<file path="src/rtl/rep_chk_pkg.sv">
// Shared types for the repetition-sequence checker: operator mode, channel
// FSM state and fail-cause encoding.
package rep_chk_pkg;

  typedef enum logic {
    GOTO   = 1'b0,
    NONCON = 1'b1
  } mode_e;

  typedef enum logic [1:0] {
    IDLE  = 2'd0,
    COUNT = 2'd1,
    CHECK = 2'd2
  } state_e;

  typedef enum logic [1:0] {
    NONE      = 2'd0,
    GOTO_MISS = 2'd1,
    TIMEOUT   = 2'd2,
    ABORT     = 2'd3
  } cause_e;

endpackage

</file>
<file path="src/rtl/rep_chk_channel.sv">
// One checker channel: attempt FSM with occurrence and timeout counters,
// registered pass/fail pulses, held fail cause and sticky overlap flag.
module rep_chk_channel
  import rep_chk_pkg::*;
#(
  parameter int N_W   = 4,
  parameter int TMO_W = 8
) (
  input  logic             clk,
  input  logic             rst_n,
  input  logic             en,
  input  logic             rose,
  input  logic             ev,
  input  logic             mode,
  input  logic [N_W-1:0]   cfg_n,
  input  logic [TMO_W-1:0] cfg_tmo,
  output logic             busy,
  output logic             pass,
  output logic             fail,
  output cause_e           cause,
  output logic             overlap
);

  state_e             state_q, state_d;
  mode_e              mode_q, mode_d;
  logic [N_W-1:0]     n_q, n_d, occ_q, occ_d, occ_inc, n_eff;
  logic [TMO_W-1:0]   lim_q, lim_d, tmo_q, tmo_d, tmo_inc;
  logic               pass_d, fail_d, overlap_d, tmo_hit;
  cause_e             cause_d;

  assign n_eff   = (cfg_n == '0) ? N_W'(1) : cfg_n;
  assign occ_inc = occ_q + N_W'(1);
  assign tmo_inc = tmo_q + TMO_W'(1);
  assign tmo_hit = (lim_q != '0) && (tmo_inc == lim_q);

  // NOTE: every variable gets a default at the top of the block so no path
  // leaves one unassigned, which would otherwise infer a latch.
  always_comb begin
    state_d = state_q;
    mode_d  = mode_q;
    n_d     = n_q;
    lim_d   = lim_q;
    occ_d   = occ_q;
    tmo_d   = tmo_q;
    pass_d  = 1'b0;
    fail_d  = 1'b0;
    cause_d = cause;

    unique case (state_q)
      IDLE: begin
        if (rose && en) begin
          mode_d  = mode ? NONCON : GOTO;
          n_d     = n_eff;
          lim_d   = cfg_tmo;
          tmo_d   = '0;
          // The trigger sample's own ev is occurrence 1 (overlapping form).
          occ_d   = ev ? N_W'(1) : '0;
          state_d = (!mode && ev && n_eff == N_W'(1)) ? CHECK : COUNT;
        end
      end
      COUNT: begin
        tmo_d = tmo_inc;
        if (mode_q == NONCON && ev && occ_q == n_q) begin
          pass_d = 1'b1;
        end else begin
          if (ev) occ_d = occ_inc;
          if (mode_q == GOTO && ev && occ_inc == n_q) state_d = CHECK;
          if (tmo_hit) begin
            fail_d  = 1'b1;
            cause_d = TIMEOUT;
          end
        end
      end
      CHECK: begin
        tmo_d = tmo_inc;
        if (ev) begin
          pass_d = 1'b1;
        end else begin
          fail_d  = 1'b1;
          cause_d = GOTO_MISS;
        end
      end
      default: state_d = IDLE;
    endcase

    if (state_q != IDLE && !en) begin
      pass_d  = 1'b0;
      fail_d  = 1'b1;
      cause_d = ABORT;
    end
    if (pass_d || fail_d) state_d = IDLE;
  end

  // A rise on the deciding sample is dropped silently, not flagged.
  assign overlap_d = overlap | ((state_q != IDLE) && rose && !(pass_d || fail_d));

  // NOTE: sequential state uses non-blocking assignments only, so every flop
  // samples pre-edge values regardless of block ordering.
  always_ff @(posedge clk or negedge rst_n) begin
    if (!rst_n) begin
      state_q <= IDLE;
      mode_q  <= GOTO;
      n_q     <= '0;
      lim_q   <= '0;
      occ_q   <= '0;
      tmo_q   <= '0;
      pass    <= 1'b0;
      fail    <= 1'b0;
      cause   <= NONE;
      overlap <= 1'b0;
    end else begin
      state_q <= state_d;
      mode_q  <= mode_d;
      n_q     <= n_d;
      lim_q   <= lim_d;
      occ_q   <= occ_d;
      tmo_q   <= tmo_d;
      pass    <= pass_d;
      fail    <= fail_d;
      cause   <= cause_d;
      overlap <= overlap_d;
    end
  end

  assign busy = (state_q != IDLE);

endmodule

</file>
<file path="config.mk">
export PLATFORM = sky130hd
export DESIGN_NAME = rep_chk_channel
export DESIGN_NICKNAME = d
export VERILOG_FILES = /design/src/rtl/rep_chk_pkg.sv /design/src/rtl/rep_chk_channel.sv
export SDC_FILE = /design/constraint.sdc
export NUM_CORES = 1
export LEC_CHECK = 0
export ABC_AREA = 0
export BUFFER_PORTS_ARGS = -buffer_cell sky130_fd_sc_hd__buf_2
export CAP_MARGIN = 20
export CORE_ASPECT_RATIO = 2
export CORE_MARGIN = 1
export CORE_UTILIZATION = 32
export CTS_CLUSTER_SIZE = 16
export DETAILED_ROUTE_END_ITERATION = 8
export GPL_ROUTABILITY_DRIVEN = 0
export HOLD_SLACK_MARGIN = 0.03
export PLACE_DENSITY = 0.57
export SLEW_MARGIN = 25
export SYNTH_ARGS = -nofsm -noshare
export SYNTH_HDL_FRONTEND = slang
export SYNTH_SLANG_ARGS = --single-unit
</file>
<file path="constraint.sdc">
create_clock -name clk -period 6.3 [get_ports clk]
set_clock_uncertainty 0.15 [all_clocks]
set_input_delay 0.315 -clock clk [delete_from_list [all_inputs] [get_ports clk]]
set_output_delay 0.315 -clock clk [all_outputs]
set_load 0.02 [all_outputs]
</file>
### Word level (Yosys, flattened, before mapping)

Index checks and enable logic that the tools add are counted.

| word-level totals | value |
|---|---|
| register bits after elaboration | 32 |
| latch bits | 0 |
| bits in writable memories | 0 |
| memory bits (read-only) | 0 |
| input bits | 18 |
| output and inout port bits | 6 |
| word-level logic and storage cells | 87 |
| memories | 0 |

| operators by class | value |
|---|---|
| add/sub/neg operators | 2 |
| multiply operators | 0 |
| divide/modulo/power cells | 0 |
| order comparisons | 0 |
| eq/ne operators | 16 |
| shifts and indexed selects | 0 |
| muxes and demuxes | 29 |
| bitwise logic cells | 2 |
| reductions and logical operators | 28 |

Operators by type and width:

| kind | number |
|---|---|
| $mux 2 | 9 |
| $ne 3x3->1 const B | 6 |
| $mux 4 | 4 |
| $pmux 8 s2 | 1 |
| $reduce_and 4->1 | 3 |
| $logic_and 1x1->1 | 11 |
| $mux 1 | 9 |
| $add 8x1->8 const B | 1 |
| $eq 4x4->1 | 2 |
| $eq 8x8->1 | 1 |
| $mux 8 | 1 |
| $ne 2x2->1 const B | 4 |
| $pmux 4 s2 | 1 |
| $reduce_bool 8->1 | 1 |
| $pmux 2 s3 | 1 |
| $reduce_bool 2->1 | 3 |
| $add 4x1->4 const B | 1 |
| $eq 4x1->1 const B | 1 |
| $logic_not 4->1 | 1 |
| $pmux 1 s2 | 2 |
| $pmux 2 s2 | 1 |
| $reduce_and 2->1 | 2 |
| $logic_not 1->1 | 3 |
| $reduce_bool 3->1 | 1 |
| other kinds (7) | 7 |

### Depth between registers and ports, before layout

| depth | value |
|---|---|
| depth after elaboration | 11 |
| gate-level depth with buffers | 8 |

### Worst setup path after synthesis

No wires, ideal clock.

| timing | value |
|---|---|
| path kind | register to register |
| from | reg tmo_q[0] |
| to | reg cause[0] |
| library setup time | 0.094 ns |
| arrival | 2.021 ns |
| slack | 4.035 ns |
| cell stages (with the launch flop) | 9 |
| buffers on the path | 1 |
| clock period less this slack | 2.265 ns |
| cells stage by stage | dfrtp_1 > ha_1 > buf_4 > nand3_4 > or3_4 > a221oi_2 > nand4_2 > a21o_1 > a211oi_1 |

| between the ends | value |
|---|---|
| longest elaborated chain between the ends | 5 |

Ends and longest elaborated chain:

| item | line | RTL |
|---|---|---|
| from (decl) | rep_chk_channel.sv:27 | `logic [TMO_W-1:0] lim_q, lim_d, tmo_q, tmo_d, tmo_inc;` |
| from (signal assigned) | rep_chk_channel.sv:117 | `tmo_q <= tmo_d;` |
| $add 8x1->8 | rep_chk_channel.sv:33 | `assign tmo_inc = tmo_q + TMO_W'(1);` |
| $eq 8x8->1 | rep_chk_channel.sv:34 | `assign tmo_hit = (lim_q != '0) && (tmo_inc == lim_q);` |
| $logic_and 1x1->1 | rep_chk_channel.sv:34 |  |
| $ne 3x3->1 (no line) | -- |  |
| $reduce_and 4->1 (no line) | -- |  |
| to (signal assigned) | rep_chk_channel.sv:120 | `cause <= cause_d;` |
| to (decl) | rep_chk_channel.sv:20 | `output cause_e cause,` |

Every way passes these cells.
A chain may end at the register's enable or synchronous reset.

### Worst setup path in the final report

| timing | value |
|---|---|
| from | reg tmo_q[0] |
| to | reg state_q[1] |

| between the ends | value |
|---|---|
| longest elaborated chain between the ends | 10 |

Ends and longest elaborated chain:

| item | line | RTL |
|---|---|---|
| $add 8x1->8 * | rep_chk_channel.sv:33 |  |
| $eq 8x8->1 * | rep_chk_channel.sv:34 |  |
| $logic_and 1x1->1 * | rep_chk_channel.sv:34 |  |
| $mux 1 * | rep_chk_channel.sv:68 | `if (tmo_hit) begin` |
| $mux 1 * | rep_chk_channel.sv:63 | `if (mode_q == NONCON && ev && occ_q == n_q) begin` |
| $pmux 1 s2 * | rep_chk_channel.sv:49 | `unique case (state_q)` |
| $mux 1 * | rep_chk_channel.sv:86 | `if (state_q != IDLE && !en) begin` |
| $logic_or 1x1->1 * | rep_chk_channel.sv:91 | `if (pass_d \|\| fail_d) state_d = IDLE;` |
| $ne 3x3->1 (no line) or $ne 2x2->1 (tied branches) | -- |  |
| $reduce_and 4->1 (no line) | -- |  |
| to (signal assigned) | rep_chk_channel.sv:112 | `state_q <= state_d;` |
| to (decl) | rep_chk_channel.sv:24 | `state_e state_q, state_d;` |

Mark *: on every way between the ends. The rest lies on a longest branch, timed or not.

==> impl_metrics.json <==
{
  "layout-drive-gt1-share_pct": 19.8,
  "ant_nets": 0,
  "grt_max_degree": 33,
  "nFillCells": 676,
  "num_vias": 1870,
  "max_freq_mhz": 375,
  "end_kind": "flop",
  "syn_area_um2": 2180,
  "nets": 280,
  "synthAdderAreaFrac_pct": 2.87,
  "crit_required_ns": 6.28,
  "clk_pin_slew_ns": 0.06,
  "cap_violations": 0,
  "drtPass1Iterations": 4,
  "hold_ws_ns": 0.114,
  "period_needed_ns": 2.67,
  "synth_flop_cell": "dfrtp_1",
  "synth_xor_area_share_pct": 6.44,
  "numCtsBuffers": 5,
  "synth_commonest_cells": "dfrtp_1 (32), o21ai_0 (21), nand2_1 (19)",
  "setup_viol": 0,
  "clkSinkCount": 32,
  "ys_warn_count": 0,
  "diodes": 0,
  "yosysMostFrequentCell": "dfrtp_1",
  "synth.distinct_cells": 57,
  "core_area_um2": 6570,
  "synthSimpleGateAreaFrac_pct": 18.7,
  "synth_compound_area_share_pct": 20.9,
  "drc_errors": 0,
  "synthMuxAreaShare_pct": 7.59,
  "start_util_pct": 33.1,
  "die_x_um": 60.3,
  "drv_slew": 0,
  "synth_fp_nets": 267,
  "synth_top_family_by_area": "compound AO/OA/AOI/OAI gates",
  "synthArstFlopShare_pct": 100,
  "rsz0062_at_grt": "no",
  "grt_pass1_vias": 1886,
  "multiInputGateArea_um2": 1230,
  "slowest_stage": "dfrtp_1",
  "hold_class": "input port to flop",
  "startpoint_type": "flop",
  "seq_area_um2": 801,
  "yosys.area.top_type_share_pct": 36.8,
  "status": "completed",
  "die_h_um": 119,
  "wl_um": 5490,
  "synth_top_cell_by_area": "dfrtp_1",
  "max_stage_delay_ns": 0.44,
  "cts_buffer_depth": 2,
  "placed_cells": 337,
  "ys_seq_area_share_pct": 36.8,
  "relSlewSlack_pct": 50.1,
  "postSynthCellCount": 244,
  "crit_fanout": 8,
  "p_per_area_nw_per_um2": 460,
  "hpwl_um": 4120,
  "antenna_found_initial": 0,
  "die_area_um2": 7160,
  "h-tree-depth": 2,
  "grt_overflow": 0,
  "fp-row-count": 42,
  "grt.total_usage_pct": 16.9,
  "synth-seq-cells": 32,
  "p_leak_nw": 1.04,
  "viasPerCell": 5.40,
  "tightest_slew_ns": 0.748,
  "wl_per_cell_um": 15.9,
  "yosys-top-cells-area": "dfrtp_1 (37%), mux2_2 (6.2%), o21ai_0 (4.8%)",
  "irDropWorstVdd_mv": 0.260,
  "area_growth_pct": 14.2,
  "io_buffer_count": 23,
  "path_class": "flop to flop",
  "post_cts_buffers": 0,
  "syn_avg_cell_area_um2": 8.92,
  "fin_tns_setup_ns": 0,
  "finalHoldViolCount": 0,
  "cts_tree": "built",
  "synth_edf_count": 0,
  "ios": 24,
  "cts_root_buf": "clkbuf_16",
  "drt_iter0_markers": 48,
  "crit_path_cell_trace": "ha_1 > nand3_4 > or3_4 > a221oi_2 > nand4_2 > a31oi_1 > a2111oi_0",
  "crit_arrival_ns": 2.65,
  "finalCritPeriodShare_pct": 42.4,
  "clock_latency_ns": 0.28,
  "grt_pass1_wl_um": 9050,
  "stdcell_count": 346
}
==> layout make-up <==
cell class / count / area share, %
clock inverter: 3 / 1.71
multi-input combinational: 180 / 49.5
inverter: 14 / 2.11
tap: 88 / 4.43
sequential: 32 / 32.2
timing repair buffer: 24 / 5.03
clock buffer: 5 / 5.03
==> layer usage <==
metal	up-vias	track usage, %	routed length, µm
met3	17	1.97	88
li1	916	-	-
met2	28	31.3	3210
met5	-	0	0
met1	909	17.2	2000
met4	0	8.72	197
==> where the power goes <==
part / switching, mW / internal (mW) / total [mW]
logic: 0.285 / 0.201 / 0.486
clock network: 0.0936 / 0.186 / 0.279
registers: 0.0974 / 0.280 / 0.377
total: 0.476 / 0.667 / 1.14
==> through the flow <==
stage / setup WS, ns / instance area [µm²] / power [mW] / util, %
floorplan: 4.03 / 2180 / 0.751 / -
global placement: 3.75 / 2310 / 0.861 / 35.1
detailed placement: 3.64 / 2310 / 0.867 / 35.1
CTS: 3.65 / 2490 / 1.15 / 37.8
global route: 3.50 / 2490 / 1.22 / 37.8
finish: 3.63 / 2490 / 1.14 / 37.8
==> cell usage in the layout, fill, tap and decap left out, types with 2 or more instances in the layout <==
| master | Yosys | layout |
|---|---|---|
| a21oi_1 | 18 | 18 |
| nor4_1 | 7 | 7 |
| a31oi_1 | 3 | 3 |
| mux2_2 | 12 | 12 |
| inv_1 | 14 | 14 |
| nand3_1 | 8 | 8 |
| dfrtp_1 | 32 | 32 |
| and3_1 | 2 | 2 |
| clkbuf_16 | 0 | 5 |
| xnor2_1 | 8 | 8 |
| o21ai_0 | 21 | 21 |
| mux2i_1 | 3 | 3 |
| nand4_1 | 6 | 6 |
| xor2_1 | 8 | 8 |
| ha_1 | 5 | 5 |
| o311ai_0 | 2 | 2 |
| nor2b_1 | 2 | 2 |
| nand2_1 | 19 | 19 |
| nor2_1 | 9 | 9 |
| nor3_1 | 10 | 10 |
| o311a_1 | 2 | 2 |
| buf_2 | 2 | 23 |
| a211oi_1 | 4 | 4 |
| a21o_1 | 2 | 2 |
==> sequential cells by signal, indices dropped and copies added, names as in the netlist <==
| signal | cells |
|---|---|
| fail | 1 |
| pass | 1 |
| tmo_q | 8 |
| overlap | 1 |
| mode_q | 1 |
| occ_q | 4 |
| state_q | 2 |
| lim_q | 8 |
| cause | 2 |
| n_q | 4 |
==> worst max-delay path: cells and delay by family (launching register included) <==
family	cells	cell delay (ns)
flops	1	0.44
fa+ha+maj	1	0.37
simple gates	3	0.81
compound gates	3	0.76
==> cell families after synthesis <==
| group | count (synthesis) |
|---|---|
| buffers and inverters | 32 |
| xor gates and xnor gates | 16 |
| AOI/OAI and AO/OA | 69 |
| DFF | 32 |
| adders and majority gates | 5 |
| muxes | 15 |
| and+or+nand+nor | 75 |
==> path summary, 6_finish.rpt <==
path,start,to,slack [ns],depth (start not counted)
setup / recovery,tmo_q[0]$_DFFE_PN0P_,state_q[1]$_DFFE_PN0P_,3.63,7
hold / removal,cfg_tmo[3],lim_q[3]$_DFFE_PN0P_,0.11,2
setup reg to reg,tmo_q[0]$_DFFE_PN0P_,state_q[1]$_DFFE_PN0P_,3.63,7
hold reg to reg,n_q[0]$_DFFE_PN0P_,n_q[0]$_DFFE_PN0P_,0.35,2
max in group asynchronous,rst_n,n_q[1]$_DFFE_PN0P_,5.03,2
min in group asynchronous,rst_n,fail$_DFF_PN0_,0.49,2
==> repair_timing <==
item,CTS,global route
setup endpoints to repair,0,0
resized for setup,0,0
hold buffers,1,0
endpoints found under the hold margin,32,0
(Power assumes the default switching activity.)
